### config.mk
export PLATFORM = sky130hd
export DESIGN_NAME = vga_timing_gen_flat
export DESIGN_NICKNAME = d
export VERILOG_FILES = /design/src/rtl/vga_timing_if.sv /design/src/rtl/vga_timing_gen.sv /design/src/flat_wrapper.sv
export SDC_FILE = /design/constraint.sdc
export NUM_CORES = 1
export LEC_CHECK = 0
export CAP_MARGIN = 0
export CORE_MARGIN = 5
export CORE_UTILIZATION = 40
export DETAILED_ROUTE_END_ITERATION = 10
export MAX_ROUTING_LAYER = met4
export SKIP_CTS_REPAIR_TIMING = 1
export SLEW_MARGIN = 30
export SYNTH_ARGS = -nofsm -noshare
export SYNTH_HDL_FRONTEND = slang
export SYNTH_SLANG_ARGS = --single-unit
### constraint.sdc
create_clock -name pclk -period 3.3 [get_ports pclk]
set_clock_uncertainty 0.2 [all_clocks]
set_input_delay 0.99 -clock pclk [delete_from_list [all_inputs] [get_ports pclk]]
set_output_delay 0.99 -clock pclk [all_outputs]
set_load 0.02 [all_outputs]
### src/rtl/vga_timing_if.sv
// vga_timing_if: raster position and sync/blank flags from the timing generator
//   hcount/vcount : 11-bit pixel and line position
//   hsync/vsync   : active-high sync pulses
//   hblnk/vblnk   : high outside the visible area
//   frame_start   : high exactly at position (0,0)
interface vga_timing_if;
    logic [10:0] hcount;
    logic [10:0] vcount;
    logic        hsync;
    logic        vsync;
    logic        hblnk;
    logic        vblnk;
    logic        frame_start;
    modport master (output hcount, vcount, hsync, vsync, hblnk, vblnk, frame_start);
    modport slave  (input  hcount, vcount, hsync, vsync, hblnk, vblnk, frame_start);
endinterface

### src/rtl/vga_timing_gen.sv
// vga_timing_gen: registered VGA raster counters with sync/blank flags
//   pclk  : pixel clock, all state changes on its rising edge
//   rst   : synchronous active-high reset, forces position (0,0)
//   tim_o : hcount/vcount, hsync/vsync, hblnk/vblnk, frame_start (all registered)
module vga_timing_gen #(
    parameter int H_ACTIVE = 800,
    parameter int H_FP     = 40,
    parameter int H_SYNC   = 128,
    parameter int H_TOTAL  = 1056,
    parameter int V_ACTIVE = 600,
    parameter int V_FP     = 1,
    parameter int V_SYNC   = 4,
    parameter int V_TOTAL  = 628
) (
    input  logic pclk,
    input  logic rst,
    vga_timing_if.master tim_o
);
    localparam logic [10:0] H_LAST = 11'(H_TOTAL - 1);
    localparam logic [10:0] V_LAST = 11'(V_TOTAL - 1);
    localparam logic [10:0] H_ACT  = 11'(H_ACTIVE);
    localparam logic [10:0] V_ACT  = 11'(V_ACTIVE);
    localparam logic [10:0] H_SS   = 11'(H_ACTIVE + H_FP);
    localparam logic [10:0] H_SE   = 11'(H_ACTIVE + H_FP + H_SYNC);
    localparam logic [10:0] V_SS   = 11'(V_ACTIVE + V_FP);
    localparam logic [10:0] V_SE   = 11'(V_ACTIVE + V_FP + V_SYNC);

    logic [10:0] hcount_q, hcount_d, vcount_q, vcount_d;
    logic        hsync_q, hsync_d, vsync_q, vsync_d;
    logic        hblnk_q, hblnk_d, vblnk_q, vblnk_d;
    logic        frame_start_q, frame_start_d;

    // Flags are decoded from the next counts so they register in step with them.
    always_comb begin
        hcount_d      = (hcount_q == H_LAST) ? '0 : hcount_q + 11'd1;
        vcount_d      = (hcount_q != H_LAST) ? vcount_q : (vcount_q == V_LAST) ? '0 : vcount_q + 11'd1;
        hblnk_d       = hcount_d >= H_ACT;
        hsync_d       = (hcount_d >= H_SS) && (hcount_d < H_SE);
        vblnk_d       = vcount_d >= V_ACT;
        vsync_d       = (vcount_d >= V_SS) && (vcount_d < V_SE);
        frame_start_d = (hcount_d == '0) && (vcount_d == '0);
    end

    always_ff @(posedge pclk) begin
        if (rst) begin
            hcount_q      <= '0;
            vcount_q      <= '0;
            hsync_q       <= 1'b0;
            vsync_q       <= 1'b0;
            hblnk_q       <= 1'b0;
            vblnk_q       <= 1'b0;
            frame_start_q <= 1'b1;
        end else begin
            hcount_q      <= hcount_d;
            vcount_q      <= vcount_d;
            hsync_q       <= hsync_d;
            vsync_q       <= vsync_d;
            hblnk_q       <= hblnk_d;
            vblnk_q       <= vblnk_d;
            frame_start_q <= frame_start_d;
        end
    end

    assign tim_o.hcount      = hcount_q;
    assign tim_o.vcount      = vcount_q;
    assign tim_o.hsync       = hsync_q;
    assign tim_o.vsync       = vsync_q;
    assign tim_o.hblnk       = hblnk_q;
    assign tim_o.vblnk       = vblnk_q;
    assign tim_o.frame_start = frame_start_q;
endmodule

### src/flat_wrapper.sv
// flat-port wrapper written by rule: the top's interface ports become plain ports
module vga_timing_gen_flat 
#(
    parameter int H_ACTIVE = 800,
    parameter int H_FP     = 40,
    parameter int H_SYNC   = 128,
    parameter int H_TOTAL  = 1056,
    parameter int V_ACTIVE = 600,
    parameter int V_FP     = 1,
    parameter int V_SYNC   = 4,
    parameter int V_TOTAL  = 628
)
  (pclk, rst, tim_o_hcount, tim_o_vcount, tim_o_hsync, tim_o_vsync, tim_o_hblnk, tim_o_vblnk, tim_o_frame_start);
  vga_timing_if tim_o_i ();
  input  logic pclk;
  input  logic rst;
  output wire logic [$bits(tim_o_i.hcount)-1:0] tim_o_hcount;
  output wire logic [$bits(tim_o_i.vcount)-1:0] tim_o_vcount;
  output wire logic [$bits(tim_o_i.hsync)-1:0] tim_o_hsync;
  output wire logic [$bits(tim_o_i.vsync)-1:0] tim_o_vsync;
  output wire logic [$bits(tim_o_i.hblnk)-1:0] tim_o_hblnk;
  output wire logic [$bits(tim_o_i.vblnk)-1:0] tim_o_vblnk;
  output wire logic [$bits(tim_o_i.frame_start)-1:0] tim_o_frame_start;
  assign tim_o_hcount = tim_o_i.hcount;
  assign tim_o_vcount = tim_o_i.vcount;
  assign tim_o_hsync = tim_o_i.hsync;
  assign tim_o_vsync = tim_o_i.vsync;
  assign tim_o_hblnk = tim_o_i.hblnk;
  assign tim_o_vblnk = tim_o_i.vblnk;
  assign tim_o_frame_start = tim_o_i.frame_start;
  vga_timing_gen #(.H_ACTIVE(H_ACTIVE), .H_FP(H_FP), .H_SYNC(H_SYNC), .H_TOTAL(H_TOTAL), .V_ACTIVE(V_ACTIVE), .V_FP(V_FP), .V_SYNC(V_SYNC), .V_TOTAL(V_TOTAL)) u_core (.pclk(pclk), .rst(rst), .tim_o(tim_o_i));
endmodule
==> qor.csv <==
stage,metric,value,unit
pwr,share of total power in sequential cells,58.5,%
pwr,switching power,138,µW
cts,H-tree levels,1,
timing,slew margin rel.,61.1,%
pwr,Internal,440,µW
drt,drt pass-1 iters,4,
timing,post-route worst setup slack,0.441,ns
pwr,power per cell area,293,nW/µm²
global_route,largest net degree at the start of global routing,25,
drt,vias per inst,5.62,
synthesis,count of different cell masters after synthesis,51,
cts,clk_lat worst skew,0.27,ns
finish,share of layout cells above drive strength 1,5.86,%
setup_path,startpoint types,register,
global_route,first-pass GRT wire length,6580,µm
synthesis,sequential area share after synthesis,33.5,%
timing,setup violators final,0,
global_route,vias in the first global route,1455,
drt,drt drc,0,
die,die area,5400,µm²
cts,CTS tree,yes,
placement,"worst slack, placed",0.479,ns
drt,DRT iter0 DRCs,106,
synthesis,synthesized cell area,1610,µm²
pwr,Pwr Total,579,µW
synthesis,synthesized flop and latch total,27,
setup_path,CP Cell Sequence,ha_1 > and4_1 > and3_1 > nand3_1 > and2_1 > or2_1 > a221oi_1,
finish,number of filler cells placed in the layout,370,
timing,unrepaired setup endpoints after global routing,false,
global_route,GR Util All Layers,15.7,%
synthesis,Syn Inst Count,198,
die,Die H,73.5,µm
drt,wire per inst,14.6,µm
drt,ANT nets after route,0,
setup_path,CP bufs+invs,0,
pwr,Leak,0.639,nW
die,initial core utilization,40.9,%
pwr,Comb power frac,8.9,%
finish,Area growth syn-to-layout,22.4,%
timing,period utilization,86.6,%
placement,Detail Placement HPWL,2980,µm
die,io pins,29,
placement,GP Congestion,0.889,
worst_hold_path,hold crit path type,register to register,
setup_path,"delay-heaviest family, CP",simple AND/OR/NAND/NOR gates,
status,status,finished clean,
finish,final net count,228,
placement,IO buf count,28,
synthesis,Yosys warning total,0,
pwr,Sw Ratio,23.9,%
setup_path,worst endpoint data arrival time,2.84,ns
synthesis,top_reg_cell synth,dfxtp_1,
cts,maximum clock insertion buffer count,2,
setup_path,CP max-delay cell,and3_1,
timing,minimum clock period,2.86,ns
setup_path,"slowest stage delay, CP",0.53,ns
synthesis,syn nets,203,
timing,slew at the pin closest to its max-slew limit,0.580,ns
finish,ANT cells,0,
setup_path,"critical path fanouts, max",13,
pwr,Clock power frac,32.6,%
global_route,Congestion Overflow GR,0,
setup_path,Critical Path End Type,register,
cts,CTS root buf,clkbuf_8,
synthesis,Post-synth EDFFs,0,
cts,Num CTS Buffers,3,
die,Die Width,73.5,µm
die,core region area,3940,µm²
setup_path,worst setup path class,register to register,
timing,final slew viol count,0,
drt,DR vias,1528,
drt,drt total wl,3970,µm
cts,CTS clock-pin slew for the worst setup and hold paths,0.09,ns
timing,final hold vios,0,
setup_path,Crit path required time,3.28,ns
global_route,initial antenna violation count,0,
die,Rows,23,
pwr,VDD IR-drop max,0.153,mV
synthesis,async set-reset flop share out of synthesis,0,%
timing,Achievable Freq,350,MHz
cts,CTS sink count,27,
synthesis,Post-Syn Area per Cell,8.14,µm²
timing,Setup TNS,0,ns
job,Max Cap Viol,0,
[power by group through the flow]
stage | Combinational [mW] | Clock [mW] | Sequential, mW
5_1_grt | 0.0565 | 0.210 | 0.340
6_report | 0.0518 | 0.188 | 0.339
3_5_place_dp | 0.0521 | 0 | 0.346
2_1_floorplan | 0.0240 | 0 | 0.353
4_1_cts | 0.0524 | 0.201 | 0.339
3_3_place_gp | 0.0522 | 0 | 0.346
[cells in the mapped netlist, drive strengths merged, types with 4 or more instances]
cell type   n  area [µm²]
nand2      13        48.8
o21ai       7        35.0
buf         4        22.5
and4        4        35.0
a21oi       9        45.0
clkbuf      7        26.3
and3        5        31.3
nand3      13        70.1
inv         8        30.0
xnor2      10        87.6
nor3        7        35.0
nor2       22        82.6
nand4       5        31.3
xor2        4        35.0
a211oi      5        42.5
dfxtp      27         541
[cells in the final DEF, fill, tap and decap left out, drive strengths merged, types with 2 or more instances in the layout]
cell / n
and2: 3
a211oi: 5
o22ai: 2
mux2: 2
clkbuf: 4
a21boi: 3
nor3: 7
nor4: 2
nand4: 5
a221oi: 2
xor2: 4
inv: 8
a21oi: 9
nand2b: 3
nand4b: 2
ha: 3
and3: 5
xnor2: 10
o21ai: 7
o2111ai: 2
o311ai: 2
buf: 3
nand2: 13
dfxtp: 27
or2: 2
nor2b: 2
or3: 2
nand3: 13
nor2: 22
clkdlybuf4s50: 28
and4: 4
a31oi: 3
[metrics by stage]
stage | instances | utilization, % | instance area [µm²] | hold slack, ns
4_1_cts | 272 | 50.0 | 1970 | 0.334
3_3_place_gp | 268 | 48.9 | 1930 | 0.305
3_5_place_dp | 268 | 48.9 | 1930 | 0.319
5_1_grt | 272 | 50.0 | 1970 | 0.361
2_1_floorplan | 198 | - | 1610 | 0.371
6_report | 272 | 50.0 | 1970 | 0.334
[tightest hold or removal path, stage by stage (launching register included)]
cell,delay (ns)
dfxtp_1,0.36
nand2_1,0.07
a21oi_1,0.06
[final cells by class]
type	instances	area, µm²	area share (%)
Multi-Input combinational cell	152	992	50.3
Sequential cell	27	541	27.4
Timing Repair Buffer	31	303	15.3
Tap cell	50	62.6	3.17
Clock buffer	4	45.0	2.28
Inverter	8	30.0	1.52
[path summary, 6_finish.rpt]
check	slack [ns]	startpoint	to	depth (start not counted)
max	0.44	u_core.tim_o.hcount[0]$_SDFF_PP0_	u_core.tim_o.vblnk$_SDFF_PP0_	7
max reg2reg	0.44	u_core.tim_o.hcount[0]$_SDFF_PP0_	u_core.tim_o.vblnk$_SDFF_PP0_	7
min	0.33	u_core.tim_o.vcount[1]$_SDFF_PP0_	u_core.tim_o.vcount[1]$_SDFF_PP0_	2
min reg2reg	0.33	u_core.tim_o.vcount[1]$_SDFF_PP0_	u_core.tim_o.vcount[1]$_SDFF_PP0_	2
[logic make-up (layout without fill, tap and decap cells)]
kind of cell               Yosys count  in the layout  share of synthesized area, %
and+or+nand+nor                     90             90                          31.3
AOI/OAI and AO/OA                   43             43                          18.9
DFF                                 27             27                          33.5
buffers and inverters               19             43                          4.89
xor gates and xnor gates            14             14                          7.61
adders and majority gates            3              3                          2.33
muxes                                2              2                          1.40
[registers in the layout (all words and copies together) (netlist names)]
signal,count
u_core.tim_o.vblnk,1
u_core.tim_o.hsync,1
u_core.tim_o.vcount,11
u_core.tim_o.vsync,1
u_core.tim_o.hcount,11
u_core.tim_o.frame_start,1
u_core.tim_o.hblnk,1
[layer usage]
| layer | GRT usage, % | part of all wire, % |
|---|---|---|
| met3 | 2.33 | 5.6 |
| met2 | 24.3 | 45 |
| met1 | 20.4 | 47 |
| met4 | 6.04 | 1.9 |
| met5 | - | 0 |
(Power assumes the default switching activity.)
